[src/rtl/uart_tx_cfg_if.sv]
// Write-side handshake of the configurable UART transmitter: one word per
// accepted valid/ready cycle.
interface uart_tx_cfg_if #(
    parameter int DATA_BITS = 8
) ();
    logic [DATA_BITS-1:0] inputData;
    logic                 dataValid;
    logic                 dataReady;

    modport master (output inputData, output dataValid, input dataReady);
    modport slave  (input inputData, input dataValid, output dataReady);
endinterface

[src/rtl/uart_tx_cfg.sv]
// UART transmitter with a small word FIFO, configurable data width, parity and
// stop bits. The line advances one bit per clkEn tick.
module uart_tx_cfg #(
    parameter int DATA_BITS  = 8,
    parameter int PARITY     = 0,
    parameter int STOP_BITS  = 1,
    parameter int FIFO_DEPTH = 4
) (
    input  logic                            clk,
    input  logic                            rstN,
    input  logic                            clkEn,
    uart_tx_cfg_if.slave                    wrIf,
    output logic                            serialOutput,
    output logic                            busy,
    output logic [$clog2(FIFO_DEPTH+1)-1:0] fifoCount
);
    localparam int CW = $clog2(FIFO_DEPTH + 1);
    localparam int PW = $clog2(FIFO_DEPTH);
    localparam int BW = $clog2(DATA_BITS);

    typedef enum logic [2:0] {IDLE, START, DATA, PAR, STOP} state_t;

    state_t               state;
    logic [DATA_BITS-1:0] mem [FIFO_DEPTH];
    logic [PW-1:0]        wrPtr, rdPtr;
    logic [DATA_BITS-1:0] shiftReg;
    logic [BW-1:0]        bitCnt;
    logic                 stopCnt;
    logic                 parBit;
    logic                 push, pop, fifoNonEmpty, lastStop, lastData, headPar;
    logic [DATA_BITS-1:0] headWord;

    assign fifoNonEmpty   = (fifoCount != '0);
    assign wrIf.dataReady = (fifoCount != CW'(FIFO_DEPTH));
    assign push           = wrIf.dataValid && wrIf.dataReady;
    assign headWord       = mem[rdPtr];
    assign headPar        = (PARITY == 1) ? ~^headWord : ^headWord;
    assign lastStop       = (int'(stopCnt) == STOP_BITS - 1);
    assign lastData       = (bitCnt == BW'(DATA_BITS - 1));
    // A frame only ever starts from IDLE or from the final stop period.
    assign pop = clkEn && fifoNonEmpty &&
                 ((state == IDLE) || (state == STOP && lastStop));

    always_ff @(posedge clk) begin
        if (push) mem[wrPtr] <= wrIf.inputData;
    end

    always_ff @(posedge clk or negedge rstN) begin
        if (!rstN) begin
            wrPtr     <= '0;
            rdPtr     <= '0;
            fifoCount <= '0;
        end else begin
            if (push) wrPtr <= wrPtr + 1'b1;
            if (pop)  rdPtr <= rdPtr + 1'b1;
            case ({push, pop})
                2'b10:   fifoCount <= fifoCount + 1'b1;
                2'b01:   fifoCount <= fifoCount - 1'b1;
                default: ;
            endcase
        end
    end

    always_ff @(posedge clk or negedge rstN) begin
        if (!rstN) begin
            state        <= IDLE;
            serialOutput <= 1'b1;
            busy         <= 1'b0;
            shiftReg     <= '0;
            bitCnt       <= '0;
            stopCnt      <= 1'b0;
            parBit       <= 1'b0;
        end else if (clkEn) begin
            case (state)
                IDLE: begin
                    if (pop) begin
                        shiftReg     <= headWord;
                        parBit       <= headPar;
                        serialOutput <= 1'b0;
                        busy         <= 1'b1;
                        state        <= START;
                    end
                end
                START: begin
                    serialOutput <= shiftReg[0];
                    shiftReg     <= shiftReg >> 1;
                    bitCnt       <= '0;
                    state        <= DATA;
                end
                DATA: begin
                    if (!lastData) begin
                        serialOutput <= shiftReg[0];
                        shiftReg     <= shiftReg >> 1;
                        bitCnt       <= bitCnt + 1'b1;
                    end else if (PARITY != 0) begin
                        serialOutput <= parBit;
                        state        <= PAR;
                    end else begin
                        serialOutput <= 1'b1;
                        stopCnt      <= 1'b0;
                        state        <= STOP;
                    end
                end
                PAR: begin
                    serialOutput <= 1'b1;
                    stopCnt      <= 1'b0;
                    state        <= STOP;
                end
                STOP: begin
                    if (!lastStop) begin
                        stopCnt <= 1'b1;
                    end else if (pop) begin
                        // Next start bit follows the stop bit with no idle gap.
                        shiftReg     <= headWord;
                        parBit       <= headPar;
                        serialOutput <= 1'b0;
                        state        <= START;
                    end else begin
                        serialOutput <= 1'b1;
                        busy         <= 1'b0;
                        state        <= IDLE;
                    end
                end
                default: begin
                    serialOutput <= 1'b1;
                    busy         <= 1'b0;
                    state        <= IDLE;
                end
            endcase
        end
    end
endmodule

[src/flat_wrapper.sv]
// flat-port wrapper written by rule: the top's interface ports become plain ports
module uart_tx_cfg_flat 
#(
    parameter int DATA_BITS  = 8,
    parameter int PARITY     = 0,
    parameter int STOP_BITS  = 1,
    parameter int FIFO_DEPTH = 4
)
  (clk, rstN, clkEn, serialOutput, busy, fifoCount, wrIf_inputData, wrIf_dataValid, wrIf_dataReady);
  uart_tx_cfg_if #(.DATA_BITS(DATA_BITS)) wrIf_i ();
  input  logic clk;
  input  logic rstN;
  input  logic clkEn;
  output logic serialOutput;
  output logic busy;
  output logic [$clog2(FIFO_DEPTH+1)-1:0] fifoCount;
  input wire logic [$bits(wrIf_i.inputData)-1:0] wrIf_inputData;
  input wire logic [$bits(wrIf_i.dataValid)-1:0] wrIf_dataValid;
  output wire logic [$bits(wrIf_i.dataReady)-1:0] wrIf_dataReady;
  assign wrIf_i.inputData = wrIf_inputData;
  assign wrIf_i.dataValid = wrIf_dataValid;
  assign wrIf_dataReady = wrIf_i.dataReady;
  uart_tx_cfg #(.DATA_BITS(DATA_BITS), .PARITY(PARITY), .STOP_BITS(STOP_BITS), .FIFO_DEPTH(FIFO_DEPTH)) u_core (.clk(clk), .rstN(rstN), .clkEn(clkEn), .wrIf(wrIf_i), .serialOutput(serialOutput), .busy(busy), .fifoCount(fifoCount));
endmodule
[config.mk]
export PLATFORM = sky130hd
export DESIGN_NAME = uart_tx_cfg_flat
export DESIGN_NICKNAME = d
export VERILOG_FILES = /design/src/rtl/uart_tx_cfg_if.sv /design/src/rtl/uart_tx_cfg.sv /design/src/flat_wrapper.sv
export SDC_FILE = /design/constraint.sdc
export NUM_CORES = 1
export LEC_CHECK = 0
export ABC_AREA = 1
export BUFFER_PORTS_ARGS = -buffer_cell sky130_fd_sc_hd__buf_2
export CORE_MARGIN = 2
export CORE_UTILIZATION = 30
export DETAILED_ROUTE_END_ITERATION = 8
export PLACE_DENSITY = 0.52
export SYNTH_ARGS = -nofsm -noshare
export SYNTH_HDL_FRONTEND = slang
export SYNTH_SLANG_ARGS = --single-unit
[constraint.sdc]
create_clock -name clk -period 2.2 [get_ports clk]
set_input_delay 0.44 -clock clk [delete_from_list [all_inputs] [get_ports clk]]
set_output_delay 0.44 -clock clk [all_outputs]
set_load 0.1 [all_outputs]
==> reports/metrics.yaml <==
cts:
  clock_path_buffers: 2
  h-tree-depth: 2
  clkTransAtPathRegs_ps: 110
  cts_made_buffers: 5
  cts_setup_buffers: 0
  cts_sinks: 55
  cts_tree: "yes"
  insertion_delay_ps: 310
  clockRootBuffer: "clkbuf_8"
timing:
  fmax_mhz: 504.8
  setup_violations: 0
  fin_ws_ps: 219.1
  worst_pin_slew_ps: 535.4
  tns_ps: 0
  finalClockSkew_ps: 12.05
  min_period_ps: 1981
  finalHoldViolCount: 0
  period_share_pct: 90.04
  final_max_slew_viol_count: 0
  grt_setup_unrepaired: "false"
  relSlewSlack_pct: 64.31
floorplan:
  die-area_mm2: 0.009363
  num_rows: 33
  io_pins: 18
  start_util_pct: 31.10
  core_area_mm2: 0.008299
  fp.dieW_um: 96.76
  fp.dieH_um: 96.76
cells_and_area:
  postLayoutCellArea_mm2: 0.002959
  fillers: 823
  final_layout_size_suffix_gt1_share_pct: 24.10
  finalNetCount: 297
  fin_util_pct: 35.66
  area_growth_pct: 14.64
  antenna_cells: 0
setup_path:
  rrSetupSlack_ps: 220
  r2r-start: "u_core.fifoCount[2]$_DFFE_PN0P_"
  r2r_end: "u_core.fifoCount[2]$_DFFE_PN0P_"
  cp_max_fo: 5
  cp-end-kind: "flip-flop"
  worstPathArrival_ps: 2180
  cp-start-kind: "flip-flop"
  worstSetupPathType: "reg -> reg"
  r2r_cells: 10
  cp.required_ps: 2400
yosys:
  seq_area_frac_synth_pct: 59.57
  synth_cells: 252
  syn_nets: 272
  synth_area_mm2: 0.002581
  synth_warnings: 0
  synth_cell_types: 28
  syn_avg_cell_area_um2: 10.24
  synth-seq-cells: 55
place:
  dp_hpwl_um: 3217
  post-place-ws_ps: 171.4
  routabilityCongestion: 0.7928
  io_buffers: 17
  place_area_mm2: 0.002859
drt:
  via_per_inst: 4.426
  wirelength_um: 4596
  drc_errors: 0
  wl_per_cell_um: 12.00
  ant_nets: 0
  first_iter_violations: 148
  vias: 1695
  dr.pass1.iters: 4
grt:
  grt.met1_usage_pct: 14.68
  antenna_found_initial: 0
  use_met3_pct: 1.951
  grt_overflow: 0
  grtUsageTotal_pct: 10.96
  grt_pass1_wl_um: 8273
  busiest_layer: "met2"
  grt_use_met2_pct: 17.52
  grt_pass1_vias: 1689
  grt_max_degree: 24
run_status:
  outcome: "finished clean"
min_path:
  hold_class: "in -> async"
power_and_ir_drop:
  power_density_mw_per_mm2: 1471
  ir_drop_uv: 444.1
  p_leak_nw: 1.315
job:
  drv_cap: 0
[cells by family after synthesis]
family                     count (synthesis)  synth area share, %
and+or+nand+nor                          140                26.37
buffers and inverters                     28                5.089
xor gates and xnor gates                   5                1.696
adders and majority gates                  8                4.169
DFF                                       55                59.57
AOI/OAI and AO/OA                         16                3.102
[placed cells by master, fill, tap and decap left out, drive strengths merged]
cell	netlist	layout
nor2	13	13
a21oi	5	5
nor3	1	1
dfstp	1	1
buf	4	23
edfxtp	32	32
xnor2	1	1
o21ai	11	11
ha	7	7
nand3	28	28
dfrtp	22	22
inv	23	26
fa	1	1
nand4	1	1
clkbuf	1	5
xor2	4	4
nand2	97	97
[through the flow]
step	total power [W]	hold slack, ps	instances
CTS	0.004422	109.2	383
global placement	0.003782	455.0	375
floorplan	0.003385	144.4	252
finish	0.004352	89.91	383
global route	0.004744	124.7	383
detailed placement	0.003808	462.7	375
[how the worst max path moves through the flow]
| stage | endpoint | slack [ps] | startpoint | cells after the start |
|---|---|---|---|---|
| after global placement | u_core.fifoCount[2]$_DFFE_PN0P_ | 180 | u_core.fifoCount[2]$_DFFE_PN0P_ | 10 |
| after global routing | u_core.fifoCount[2]$_DFFE_PN0P_ | 40 | u_core.fifoCount[2]$_DFFE_PN0P_ | 10 |
| final | u_core.fifoCount[2]$_DFFE_PN0P_ | 220 | u_core.fifoCount[2]$_DFFE_PN0P_ | 10 |
| after detailed placement | u_core.fifoCount[2]$_DFFE_PN0P_ | 170 | u_core.fifoCount[2]$_DFFE_PN0P_ | 10 |
| after CTS | u_core.fifoCount[2]$_DFFE_PN0P_ | 140 | u_core.fifoCount[2]$_DFFE_PN0P_ | 10 |
| after floorplan | u_core.fifoCount[2]$_DFFE_PN0P_ | 3 | u_core.fifoCount[0]$_DFFE_PN0P_ | 9 |
[cells in the mapped netlist (all sizes together)]
master,instances,share of area (%)
edfxtp,32,37
nand4,1,0.24
ha,7,3.4
a21oi,5,0.97
dfstp,1,1.0
buf,4,1.2
nor2,13,3.1
inv,23,3.7
nor3,1,0.19
xor2,4,1.4
dfrtp,22,21
clkbuf,1,0.19
o21ai,11,2.1
nand3,28,7.3
fa,1,0.78
nand2,97,16
xnor2,1,0.34
[where the power goes]
group | internal (W) | switching (W) | leakage, nW | total (W)
clock | 0.000241 | 0.000363 | 0.0511 | 0.000604
combinational | 0.000623 | 0.00148 | 0.689 | 0.00210
sequential | 0.00143 | 0.000219 | 0.575 | 0.00165
total | 0.00229 | 0.00206 | 1.31 | 0.00435
[per-layer routing]
| metal | routed length [um] | share of wire [%] | up-vias |
|---|---|---|---|
| met4 | 83 | 1.8 | 0 |
| met5 | 0 | 0 | - |
| li1 | - | - | 869 |
| met2 | 2170 | 47 | 25 |
| met1 | 2225 | 48 | 795 |
| met3 | 117 | 2.5 | 6 |
[worst max-delay path: stages, from the launching register on]
cell and delay (ps):
dfrtp_4 470, inv_1 80, nand2_2 120, nand3_4 120, inv_1 100, ha_1 150, inv_1 70, fa_1 370
a21oi_1 140, o21ai_0 110, xor2_1 150
[state kept, by name, summed over array words and instances, names as in the netlist]
signal               flops
u_core.serialOutput      1
u_core.busy              1
u_core.rdPtr             2
u_core.fifoCount         3
u_core.shiftReg          8
u_core.wrPtr             2
u_core.bitCnt            3
u_core.state             3
u_core.mem              32
[area by class of cell]
type	count	area [um2]	area share, %
Inverter	23	96.34	3.256
Multi-Input combinational cell	169	954.7	32.26
Clock inverter	3	28.78	0.9725
Sequential cell	55	1549	52.35
Clock buffer	5	68.82	2.326
Tap cell	105	131.4	4.440
Timing Repair Buffer	23	130.1	4.397
[timing repair]
item | 4_1_cts | 5_1_grt
resized for setup | 0 | 1
endpoints found under the setup margin | 0 | 1
hold buffers | 0 | 0
endpoints found under the hold margin | 0 | 0
Note: power is estimated with default switching activity, not from simulation.
